### config.mk
export PLATFORM = sky130hd
export DESIGN_NAME = btn_bit_source
export DESIGN_NICKNAME = d
export VERILOG_FILES = /design/src/rtl/btn_bit_source_pkg.sv /design/src/rtl/btn_sync.sv /design/src/rtl/btn_bit_source.sv
export SDC_FILE = /design/constraint.sdc
export NUM_CORES = 1
export LEC_CHECK = 0
export BUFFER_PORTS_ARGS = -buffer_cell sky130_fd_sc_hd__buf_2
export CAP_MARGIN = 20
export CORE_MARGIN = 2
export CORE_UTILIZATION = 53
export DETAILED_ROUTE_END_ITERATION = 7
export GPL_ROUTABILITY_DRIVEN = 0
export PLACE_DENSITY = 0.75
export SKIP_CTS_REPAIR_TIMING = 1
export SKIP_LAST_GASP = 1
export SLEW_MARGIN = 25
export SYNTH_ARGS = -nofsm -noshare
export SYNTH_HDL_FRONTEND = slang
export SYNTH_SLANG_ARGS = --single-unit
export TNS_END_PERCENT = 100
### constraint.sdc
create_clock -name clk -period 1.8 [get_ports clk]
set_input_delay 0.18 -clock clk [delete_from_list [all_inputs] [get_ports clk]]
set_output_delay 0.18 -clock clk [all_outputs]
set_load 0.03 [all_outputs]
### src/rtl/btn_bit_source_pkg.sv
// Shared definitions for the two-button bit-entry source: FSM state encoding,
// default debounce length and a small button-decoding helper.
package btn_bit_source_pkg;

    typedef enum logic [1:0] {
        IDLE     = 2'd0,
        PRESS_DB = 2'd1,
        HELD     = 2'd2,
        REL_DB   = 2'd3
    } state_t;

    localparam int DB_CYCLES_DEFAULT = 16;

    function automatic logic exactly_one(input logic a, input logic b);
        return a ^ b;
    endfunction

endpackage

### src/rtl/btn_sync.sv
// Two-flop synchroniser for one raw push-button; both stages clear on reset.
module btn_sync (
    input  logic clk,
    input  logic rst,
    input  logic btn,
    output logic sync
);

    logic meta;

    always_ff @(posedge clk) begin
        if (rst) begin
            meta <= 1'b0;
            sync <= 1'b0;
        end else begin
            meta <= btn;
            sync <= meta;
        end
    end

endmodule

### src/rtl/btn_bit_source.sv
// Debounces two push-buttons into a stream of accepted bits: one strobe per
// press, with a 4-bit history of the most recent bits (newest in bit 0).
module btn_bit_source
    import btn_bit_source_pkg::*;
#(
    parameter int DB_CYCLES = btn_bit_source_pkg::DB_CYCLES_DEFAULT
) (
    input  logic       clk,
    input  logic       rst,
    input  logic       btn1,
    input  logic       btn0,
    output logic       bit_valid,
    output logic       bit_val,
    output logic [3:0] hist,
    output logic       busy
);

    localparam int                CNT_W = $clog2(DB_CYCLES);
    localparam logic [CNT_W-1:0]  LAST  = CNT_W'(DB_CYCLES - 1);

    logic             s1;
    logic             s0;
    state_t           state;
    logic [CNT_W-1:0] cnt;
    logic             cand;
    logic             cand_hi;
    logic             other_hi;

    btn_sync u_sync1 (
        .clk  (clk),
        .rst  (rst),
        .btn  (btn1),
        .sync (s1)
    );

    btn_sync u_sync0 (
        .clk  (clk),
        .rst  (rst),
        .btn  (btn0),
        .sync (s0)
    );

    assign cand_hi  = cand ? s1 : s0;
    assign other_hi = cand ? s0 : s1;

    // busy is written alongside every state change so it always equals (state != IDLE)
    always_ff @(posedge clk) begin
        if (rst) begin
            state     <= IDLE;
            cnt       <= '0;
            cand      <= 1'b0;
            bit_valid <= 1'b0;
            bit_val   <= 1'b0;
            hist      <= 4'b0000;
            busy      <= 1'b0;
        end else begin
            bit_valid <= 1'b0;
            case (state)
                IDLE: begin
                    if (exactly_one(s1, s0)) begin
                        cand  <= s1;
                        cnt   <= '0;
                        state <= PRESS_DB;
                        busy  <= 1'b1;
                    end
                end
                PRESS_DB: begin
                    if (cand_hi && !other_hi) begin
                        if (cnt == LAST) begin
                            state     <= HELD;
                            cnt       <= '0;
                            bit_valid <= 1'b1;
                            bit_val   <= cand;
                            hist      <= {hist[2:0], cand};
                        end else begin
                            cnt <= cnt + 1'b1;
                        end
                    end else begin
                        state <= IDLE;
                        cnt   <= '0;
                        busy  <= 1'b0;
                    end
                end
                HELD: begin
                    if (!s1 && !s0) begin
                        state <= REL_DB;
                        cnt   <= '0;
                    end
                end
                REL_DB: begin
                    if (s1 || s0) begin
                        state <= HELD;
                        cnt   <= '0;
                    end else if (cnt == LAST) begin
                        state <= IDLE;
                        cnt   <= '0;
                        busy  <= 1'b0;
                    end else begin
                        cnt <= cnt + 1'b1;
                    end
                end
                default: begin
                    state <= IDLE;
                    cnt   <= '0;
                    busy  <= 1'b0;
                end
            endcase
        end
    end

endmodule

==> flow_summary.json, run 1 <==
{
  "area_overhead_vs_synth_pct": 11.1,
  "final_core_utilization_pct": 64.9,
  "layout.cell_area.non_filler_sq_um": 866,
  "antenna_violating_nets_post_route": 0,
  "avgSynthCellArea_sq_um": 9.74,
  "postSynthRegisterBits": 17,
  "htree_levels": 1,
  "first_global_vias": 534,
  "synth_top_flop_cell": "dfxtp_1",
  "most_frequent_cells_in_the_layout": "15 x dfxtp_1, 11 x nor2_1, 10 x buf_2",
  "timing.setup.tns_ns": 0,
  "max_cap_violations": 0,
  "relative_contribution_of_combinational_cells_to_total_power_pct": 8.8,
  "floorplan.rows": 13,
  "timing.max_slew.rel_slack_pct": 70.1,
  "wire_per_inst_um": 14.3,
  "final_setup_fails": 0,
  "finalHoldWorstSlack_ns": 0.0960,
  "post_dp_cell_area_sq_um": 826,
  "p_sw_mw": 0.165,
  "critical_path_arrival_ns": 1.94,
  "leakage_nw": 0.372,
  "clock_power_share_pct": 31.0,
  "cts_num_sinks": 17,
  "synth.lib_cells_used.distinct": 32,
  "drc": 0,
  "count_of_input_and_output_buffers": 10,
  "finalPower_mw": 0.657,
  "tightestPinTransition_ns": 0.445,
  "design.die.area_sq_um": 1790,
  "power.density_nw_per_um2": 759,
  "stdcell_count": 104,
  "vias_per_cell": 5.60,
  "total_vias_in_the_final_route": 582,
  "floorplan.core_area_sq_um": 1330,
  "root_buffer_selected_by_cts": "clkbuf_4",
  "min-delay-path-class": "in -> reg",
  "criticalPathCategory": "reg -> reg",
  "outcome": "complete, no violations",
  "tritoncts.num_buffers": 3,
  "routed_wl_um": 1490,
  "internal_power_mw": 0.492,
  "clock-skew-final_ns": 0.00485,
  "cts_tree": "built",
  "ratio_of_cells_with_drive_above_1_in_the_final_layout_pct": 24.7,
  "crit_fanout": 5,
  "critical_path.cell_chain": "inv_1, ha_1, and2b_1, nor3_2, or4b_1, o32ai_2",
  "max_freq_mhz": 576,
  "timing.critical_path.to_type": "flip-flop",
  "finalHoldViolCount": 0,
  "dp_hpwl_um": 1030,
  "mostFrequentLayoutCell": "dfxtp_1",
  "p_seq_share_pct": 60.2,
  "initial_antenna_violation_count": 0,
  "crit_required_ns": 2.00,
  "global_route_wire_length_before_repair_um": 2420,
  "postSynth.asyncResetShare_pct": 0,
  "synth_cells": 80,
  "ir_worst_vdd_uv": 417,
  "ys_seq_area_share_pct": 43.7,
  "fin_nets": 96,
  "setup.worst_path.start_class": "flip-flop",
  "boundaryPins": 11,
  "die-width_um": 42.4,
  "die_h_um": 42.4,
  "antennaDiodeCount": 0,
  "timing.critical_path.slowest_stage_cell": "or4b_1",
  "clock_tree.buffer_depth": 2,
  "drt-initial-drc-count": 1,
  "clkTransAtPathRegs_ns": 0.10,
  "insertion_delay_ns": 0.29,
  "syn_nets": 86,
  "final_critical_path_setup_slack_ns": 0.0633,
  "synthesis.yosys.warnings": 0,
  "drt_pre_antenna_iters": 4,
  "synthesis.area_sq_um": 779,
  "p_sw_share_pct": 25.1,
  "initial_utilization_pct": 58.4,
  "detailedPlace.worstSlack_ns": 0.0608,
  "post-route-period-util_pct": 96.5,
  "grt_use_total_pct": 18.1,
  "grt_max_degree": 19,
  "number_of_enable_flip_flop_cells_after_synthesis": 0,
  "filler_cell_count": 118,
  "global_route.overflow_total": 0,
  "finalCriticalPeriod_ns": 1.74,
  "timing.final.max_slew_violations": 0,
  "cp_slowest_stage_delay_ns": 0.54,
  "dp_cells": 100
}
==> synthesized netlist by cell type (all sizes together), types with 2 or more instances <==
cell type  count  area (sq um)
dfxtp         17           340
nor2          11          41.3
nor2b          6          37.5
mux2i          5          50.1
a21oi          4          20.0
clkbuf         3          11.3
inv            3          11.3
nand2          3          11.3
a211oi         2          15.0
a21o           2          15.0
a22oi          2          15.0
buf            2          11.3
ha             2          25.0
nor3           2          15.0
==> power groups by stage <==
stage                     logic [mW]  registers (mW)  clock network, mW
after detailed placement      0.0556           0.405                  0
after global routing          0.0636           0.397              0.234
after CTS                     0.0556           0.397              0.210
final                         0.0576           0.396              0.204
after floorplan               0.0461           0.403                  0
after global placement        0.0550           0.405                  0
==> worst paths after layout <==
path,to,slack (ns),cells after the start,startpoint
setup / recovery,cnt[2]$_SDFFE_PP0P_,0.06,6,u_sync1.sync$_SDFF_PP0_
hold / removal,u_sync1.meta$_SDFF_PP0_,0.1,2,btn1
setup reg to reg,cnt[2]$_SDFFE_PP0P_,0.06,6,u_sync1.sync$_SDFF_PP0_
hold reg to reg,u_sync0.sync$_SDFF_PP0_,0.44,1,u_sync0.meta$_SDFF_PP0_
==> critical path, delay by kind of cell, from the launching register on <==
kind            cells  cell delay, ns
fa+ha+maj           1            0.29
buf+inv             1            0.05
simple gates        3            0.76
flops               1            0.38
compound gates      1            0.16
==> flip-flops by register name, summed over array words and instances (netlist names) <==
name,flops
cnt,4
hist,4
state,2
bit_valid,1
busy,1
cand,1
u_sync0.meta,1
u_sync0.sync,1
u_sync1.meta,1
u_sync1.sync,1
==> kinds of logic (layout without fill, tap and decap cells) <==
logic type	after synthesis	count (layout)	synth area share, %
compound gates	17	17	17.0
flops	17	17	43.7
simple gates	31	31	25.4
mux	5	5	6.42
buf+inv	8	17	4.33
fa+ha+maj	2	2	3.21
==> cell type report <==
cell class | instances | area (sq um) | share of cell area (%)
clock buffer | 3 | 22.5 | 2.60
clock inverter | 1 | 5.00 | 0.578
inverter | 3 | 11.3 | 1.30
multi-input combinational | 55 | 413 | 47.7
sequential | 17 | 345 | 39.9
tap | 15 | 18.8 | 2.17
timing repair buffer | 10 | 50.0 | 5.78
==> per-layer routing <==
metal  vias to the layer above  track usage [%]  wire (um)
li1                        297                -          -
met1                       267             23.9        696
met2                        12             25.2        688
met3                         6             3.88         44
met4                         0             14.4         60
met5                         -                0          0
Power figures use the tool's default switching activity.
==> run 2: changes to the inputs <==
--- a/config.mk
+++ b/config.mk
@@ -7,11 +7,11 @@
 export LEC_CHECK = 0
 export BUFFER_PORTS_ARGS = -buffer_cell sky130_fd_sc_hd__buf_2
 export CAP_MARGIN = 20
+export CORE_ASPECT_RATIO = 0.8
 export CORE_MARGIN = 2
-export CORE_UTILIZATION = 53
+export CORE_UTILIZATION = 40
 export DETAILED_ROUTE_END_ITERATION = 7
 export GPL_ROUTABILITY_DRIVEN = 0
-export PLACE_DENSITY = 0.75
 export SKIP_CTS_REPAIR_TIMING = 1
 export SKIP_LAST_GASP = 1
 export SLEW_MARGIN = 25
==> run 2 against run 1 <==
Critical path depth unchanged. Clock skew decreased by 0.0033 ns. Worst setup slack improved by 0.093 ns. Register-to-register slack improved by 0.09 ns. Worst hold slack improved by 0.0042 ns. Combinational power decreased by 4.0%. Flip-flop and latch count unchanged. Largest cell class unchanged. Highest routed layer unchanged.
==> flow_summary.json, run 2 (synthesis gave the netlist of run 1 again) <==
{
  "worst_path_buffer_plus_inverter_count": 1,
  "routed_wl_um": 1300,
  "fin_nets": 96,
  "boundaryPins": 11,
  "post-route-period-util_pct": 91.3,
  "reg.largest.list": "cnt (4), hist (4), state (2)",
  "grt_max_degree": 19,
  "clock-skew-final_ns": 0.00151,
  "die_h_um": 43.5,
  "ratio_of_cells_with_drive_above_1_in_the_final_layout_pct": 22.5,
  "worstHoldStart": "btn0",
  "crit_required_ns": 1.99,
  "clkTransAtPathRegs_ns": 0.10,
  "floorplan.rows": 14,
  "finalHoldWorstSlack_ns": 0.100,
  "design.die.area_sq_um": 2320,
  "max_freq_mhz": 608,
  "final_setup_fails": 0,
  "criticalPathCategory": "reg -> reg",
  "cts_num_sinks": 17,
  "setup.worst_path.start_class": "flip-flop",
  "cp_slowest_stage_delay_ns": 0.47,
  "drt_pre_antenna_iters": 3,
  "critical_path.cell_chain": "inv_1, ha_1, and2b_1, nor3_2, or4b_1, o32ai_1",
  "timing.max_slew.rel_slack_pct": 71.8,
  "vias_per_cell": 5.09,
  "antennaDiodeCount": 0,
  "rsz_0062_raised_after_global_routing": "false",
  "worstReg2RegStart": "u_sync1.sync$_SDFF_PP0_",
  "leakage_nw": 0.369,
  "mostFrequentLayoutCell": "dfxtp_1",
  "drt-initial-drc-count": 8,
  "worstSetupPathDepth": 6,
  "floorplan.core_area_sq_um": 1860,
  "timing.final.max_slew_violations": 0,
  "filler_cell_count": 205,
  "min-delay-path-class": "in -> reg",
  "timing.critical_path.slowest_stage_cell": "or4b_1",
  "r2r.worst_path.cells": 6,
  "global_route_wire_length_before_repair_um": 2300,
  "final_critical_path_setup_slack_ns": 0.156,
  "htree_levels": 1,
  "critical_path_arrival_ns": 1.84,
  "max_cap_violations": 0,
  "worstSetupStartpoint": "u_sync1.sync$_SDFF_PP0_",
  "multi_input_area_sq_um": 405,
  "hold_depth": 2,
  "ff_latch_area_sq_um": 342,
  "drc": 0,
  "total_vias_in_the_final_route": 575,
  "tightestPinTransition_ns": 0.422,
  "cts_tree": "built",
  "finalCriticalPeriod_ns": 1.64,
  "grt_use_total_pct": 14.1,
  "dp_hpwl_um": 969,
  "insertion_delay_ns": 0.28,
  "first_global_vias": 527,
  "timing.critical_path.to_type": "flip-flop",
  "count_of_input_and_output_buffers": 10,
  "ir_worst_vdd_uv": 367,
  "regToRegSetupSlack_ns": 0.16,
  "root_buffer_selected_by_cts": "clkbuf_4",
  "tritoncts.num_buffers": 3,
  "timing.setup.tns_ns": 0,
  "crit_fanout": 5,
  "detailedPlace.worstSlack_ns": 0.117,
  "initial_utilization_pct": 42.0,
  "area_overhead_vs_synth_pct": 11.1,
  "clock_tree.buffer_depth": 2,
  "outcome": "complete, no violations",
  "cpLargestDelayFamily": "simple AND/OR/NAND/NOR gates",
  "antenna_violating_nets_post_route": 0,
  "initial_antenna_violation_count": 0,
  "finalHoldViolCount": 0,
  "power.density_nw_per_um2": 750,
  "global_route.overflow_total": 0,
  "wire_per_inst_um": 11.5,
  "most_frequent_cells_in_the_layout": "16 x dfxtp_1, 11 x nor2_1, 10 x buf_2",
  "die-width_um": 53.4
}
-- run 2: final cells by class --
type | count | area share [%]
flip-flops and latches | 17 | 39.5
clock inverters | 1 | 0.578
repair buffers | 10 | 5.78
multi-input cells | 55 | 46.8
well taps | 24 | 3.47
clock buffers | 3 | 2.60
inverters | 3 | 1.30
-- run 2: per-stage QoR --
stage | power, mW | area (sq um) | utilization, % | instances
finish | 0.650 | 866 | 46.6 | 113
global route | 0.691 | 866 | 46.6 | 113
CTS | 0.664 | 865 | 46.6 | 113
detailed placement | 0.461 | 837 | 45.1 | 109
global placement | 0.461 | 837 | 45.1 | 109
floorplan | 0.449 | 779 | - | 80
-- run 2: power by group --
part	switching (mW)	total, mW	internal [mW]
clock	0.115	0.198	0.0824
combinational	0.0305	0.0553	0.0248
sequential	0.0113	0.397	0.385
total	0.157	0.650	0.493
-- run 2: metal layers --
layer	GRT usage (%)	vias up	wire, um
met1	18.4	266	706
met3	7.24	2	37
met2	20.7	7	547
li1	-	300	-
met5	0	-	0
met4	3.08	0	11
-- run 2: final timing paths --
check                                 end
hold / removal    u_sync0.meta$_SDFF_PP0_
hold reg to reg   u_sync0.sync$_SDFF_PP0_
setup reg to reg      cnt[2]$_SDFFE_PP0P_
setup / recovery      cnt[2]$_SDFFE_PP0P_
-- run 2: worst reg2reg max path, delay by kind of cell, from the launching register on --
family	cells	cell delay [ns]
buf+inv	1	0.06
fa+ha+maj	1	0.29
compound gates	1	0.13
simple gates	3	0.69
flops	1	0.38
==> run 3: changes to the inputs <==
--- a/config.mk
+++ b/config.mk
@@ -12,6 +12,7 @@
 export CORE_UTILIZATION = 40
 export DETAILED_ROUTE_END_ITERATION = 7
 export GPL_ROUTABILITY_DRIVEN = 0
+export PLACE_DENSITY = 0.69
 export SKIP_CTS_REPAIR_TIMING = 1
 export SKIP_LAST_GASP = 1
 export SLEW_MARGIN = 25
==> run 3 against run 2 <==
Clock skew rose by 0.0026 ns. Global-route usage about the same. Design area unchanged. Fmax shrank 0.78%. Critical path depth is the same. Sequential share of layout area is the same.
==> flow_summary.json, run 3 (synthesis gave the netlist of run 1 again) <==
{
  "design.die.area_sq_um": 2320,
  "final_setup_fails": 0,
  "root_buffer_selected_by_cts": "clkbuf_4",
  "post_dp_cell_area_sq_um": 837,
  "max_cap_violations": 0,
  "global_route_wire_length_before_repair_um": 2290,
  "most_frequent_cells_in_the_layout": "16 x dfxtp_1, 11 x nor2_1, 10 x buf_2",
  "count_of_input_and_output_buffers": 10,
  "criticalPathCategory": "reg -> reg",
  "ratio_of_cells_with_drive_above_1_in_the_final_layout_pct": 22.5,
  "vias_per_cell": 5.25,
  "floorplan.rows": 14,
  "drc": 0,
  "leakage_nw": 0.369,
  "power.density_nw_per_um2": 752,
  "clock-skew-final_ns": 0.00411,
  "floorplan.core_area_sq_um": 1860,
  "rsz_0062_raised_after_global_routing": "false",
  "insertion_delay_ns": 0.29,
  "filler_cell_count": 195,
  "htree_levels": 1,
  "finalCriticalPeriod_ns": 1.66,
  "initial_utilization_pct": 42.0,
  "clkTransAtPathRegs_ns": 0.10,
  "drt_pre_antenna_iters": 4,
  "clock_tree.buffer_depth": 2,
  "crit_fanout": 5,
  "final_core_utilization_pct": 46.6,
  "timing.final.max_slew_violations": 0,
  "die_h_um": 43.5,
  "tightestPinTransition_ns": 0.422,
  "timing.max_slew.rel_slack_pct": 71.8,
  "first_global_vias": 532,
  "antennaDiodeCount": 0,
  "layout.cell_area.non_filler_sq_um": 866,
  "wire_per_inst_um": 11.9,
  "ir_worst_vdd_uv": 681,
  "critical_path_arrival_ns": 1.85,
  "cts_tree": "built",
  "mostFrequentLayoutCell": "dfxtp_1",
  "global_route.overflow_total": 0,
  "outcome": "complete, no violations",
  "post-route-period-util_pct": 92.0,
  "initial_antenna_violation_count": 0,
  "tritoncts.num_buffers": 3,
  "antenna_violating_nets_post_route": 0,
  "max_freq_mhz": 604,
  "drt-initial-drc-count": 22,
  "finalHoldViolCount": 0,
  "fin_nets": 96,
  "grt_use_total_pct": 14.1,
  "total_vias_in_the_final_route": 593,
  "timing.setup.tns_ns": 0,
  "min-delay-path-class": "in -> reg",
  "reg.largest.list": "cnt (4), hist (4), state (2)",
  "die-width_um": 53.4,
  "boundaryPins": 11,
  "dp_hpwl_um": 1010,
  "area_overhead_vs_synth_pct": 11.1,
  "crit_required_ns": 2.00,
  "timing.critical_path.to_type": "flip-flop",
  "grt_max_degree": 19,
  "cts_num_sinks": 17,
  "setup.worst_path.start_class": "flip-flop",
  "routed_wl_um": 1350
}
-- run 3: cell counts in the layout (fill, tap and decap cells not counted) --
Identical to the previous run, type by type.
-- run 3: routing by layer --
metal	share of wire (%)	track usage [%]	vias up
met5	0	0	-
met2	45	20.0	16
li1	-	-	300
met4	0.81	5.64	0
met1	49	18.7	275
met3	5.9	6.21	2
-- run 3: final timing paths --
path                            slack (ns)                     from  cells after the start                 endpoint
worst max-delay path                  0.14  u_sync1.sync$_SDFF_PP0_                      6      cnt[2]$_SDFFE_PP0P_
worst min-delay path                   0.1                     btn0                      2  u_sync0.meta$_SDFF_PP0_
worst max register to register        0.14  u_sync1.sync$_SDFF_PP0_                      6      cnt[2]$_SDFFE_PP0P_
worst min register to register        0.45  u_sync1.meta$_SDFF_PP0_                      1  u_sync1.sync$_SDFF_PP0_
-- run 3: cell type report --
class | count | area, sq um | area share, %
clock buffer | 3 | 22.5 | 2.60
clock inverter | 1 | 5.00 | 0.578
inverter | 3 | 11.3 | 1.30
multi-input combinational | 55 | 405 | 46.8
sequential | 17 | 342 | 39.5
tap | 24 | 30.0 | 3.47
timing repair buffer | 10 | 50.0 | 5.78
-- run 3: where the power goes --
group	switching [mW]	internal (mW)
sequential	0.0116	0.385
clock	0.116	0.0826
combinational	0.0315	0.0249
total	0.159	0.493
-- run 3: critical path, stage by stage, from the launching register on --
cell     delay [ns]
dfxtp_2        0.39
inv_1          0.06
ha_1           0.29
and2b_1        0.15
nor3_2         0.07
or4b_1         0.48
o32ai_1        0.13
-- run 3: through the flow --
| stage | instances | power [mW] | worst slack, ns | hold slack (ns) |
|---|---|---|---|---|
| floorplan | 80 | 0.449 | 0.237 | 0.308 |
| global placement | 109 | 0.460 | 0.182 | 0.396 |
| detailed placement | 109 | 0.462 | 0.119 | 0.400 |
| CTS | 113 | 0.660 | 0.0867 | 0.0912 |
| global route | 113 | 0.685 | 0.0670 | 0.0826 |
| finish | 113 | 0.651 | 0.144 | 0.0964 |
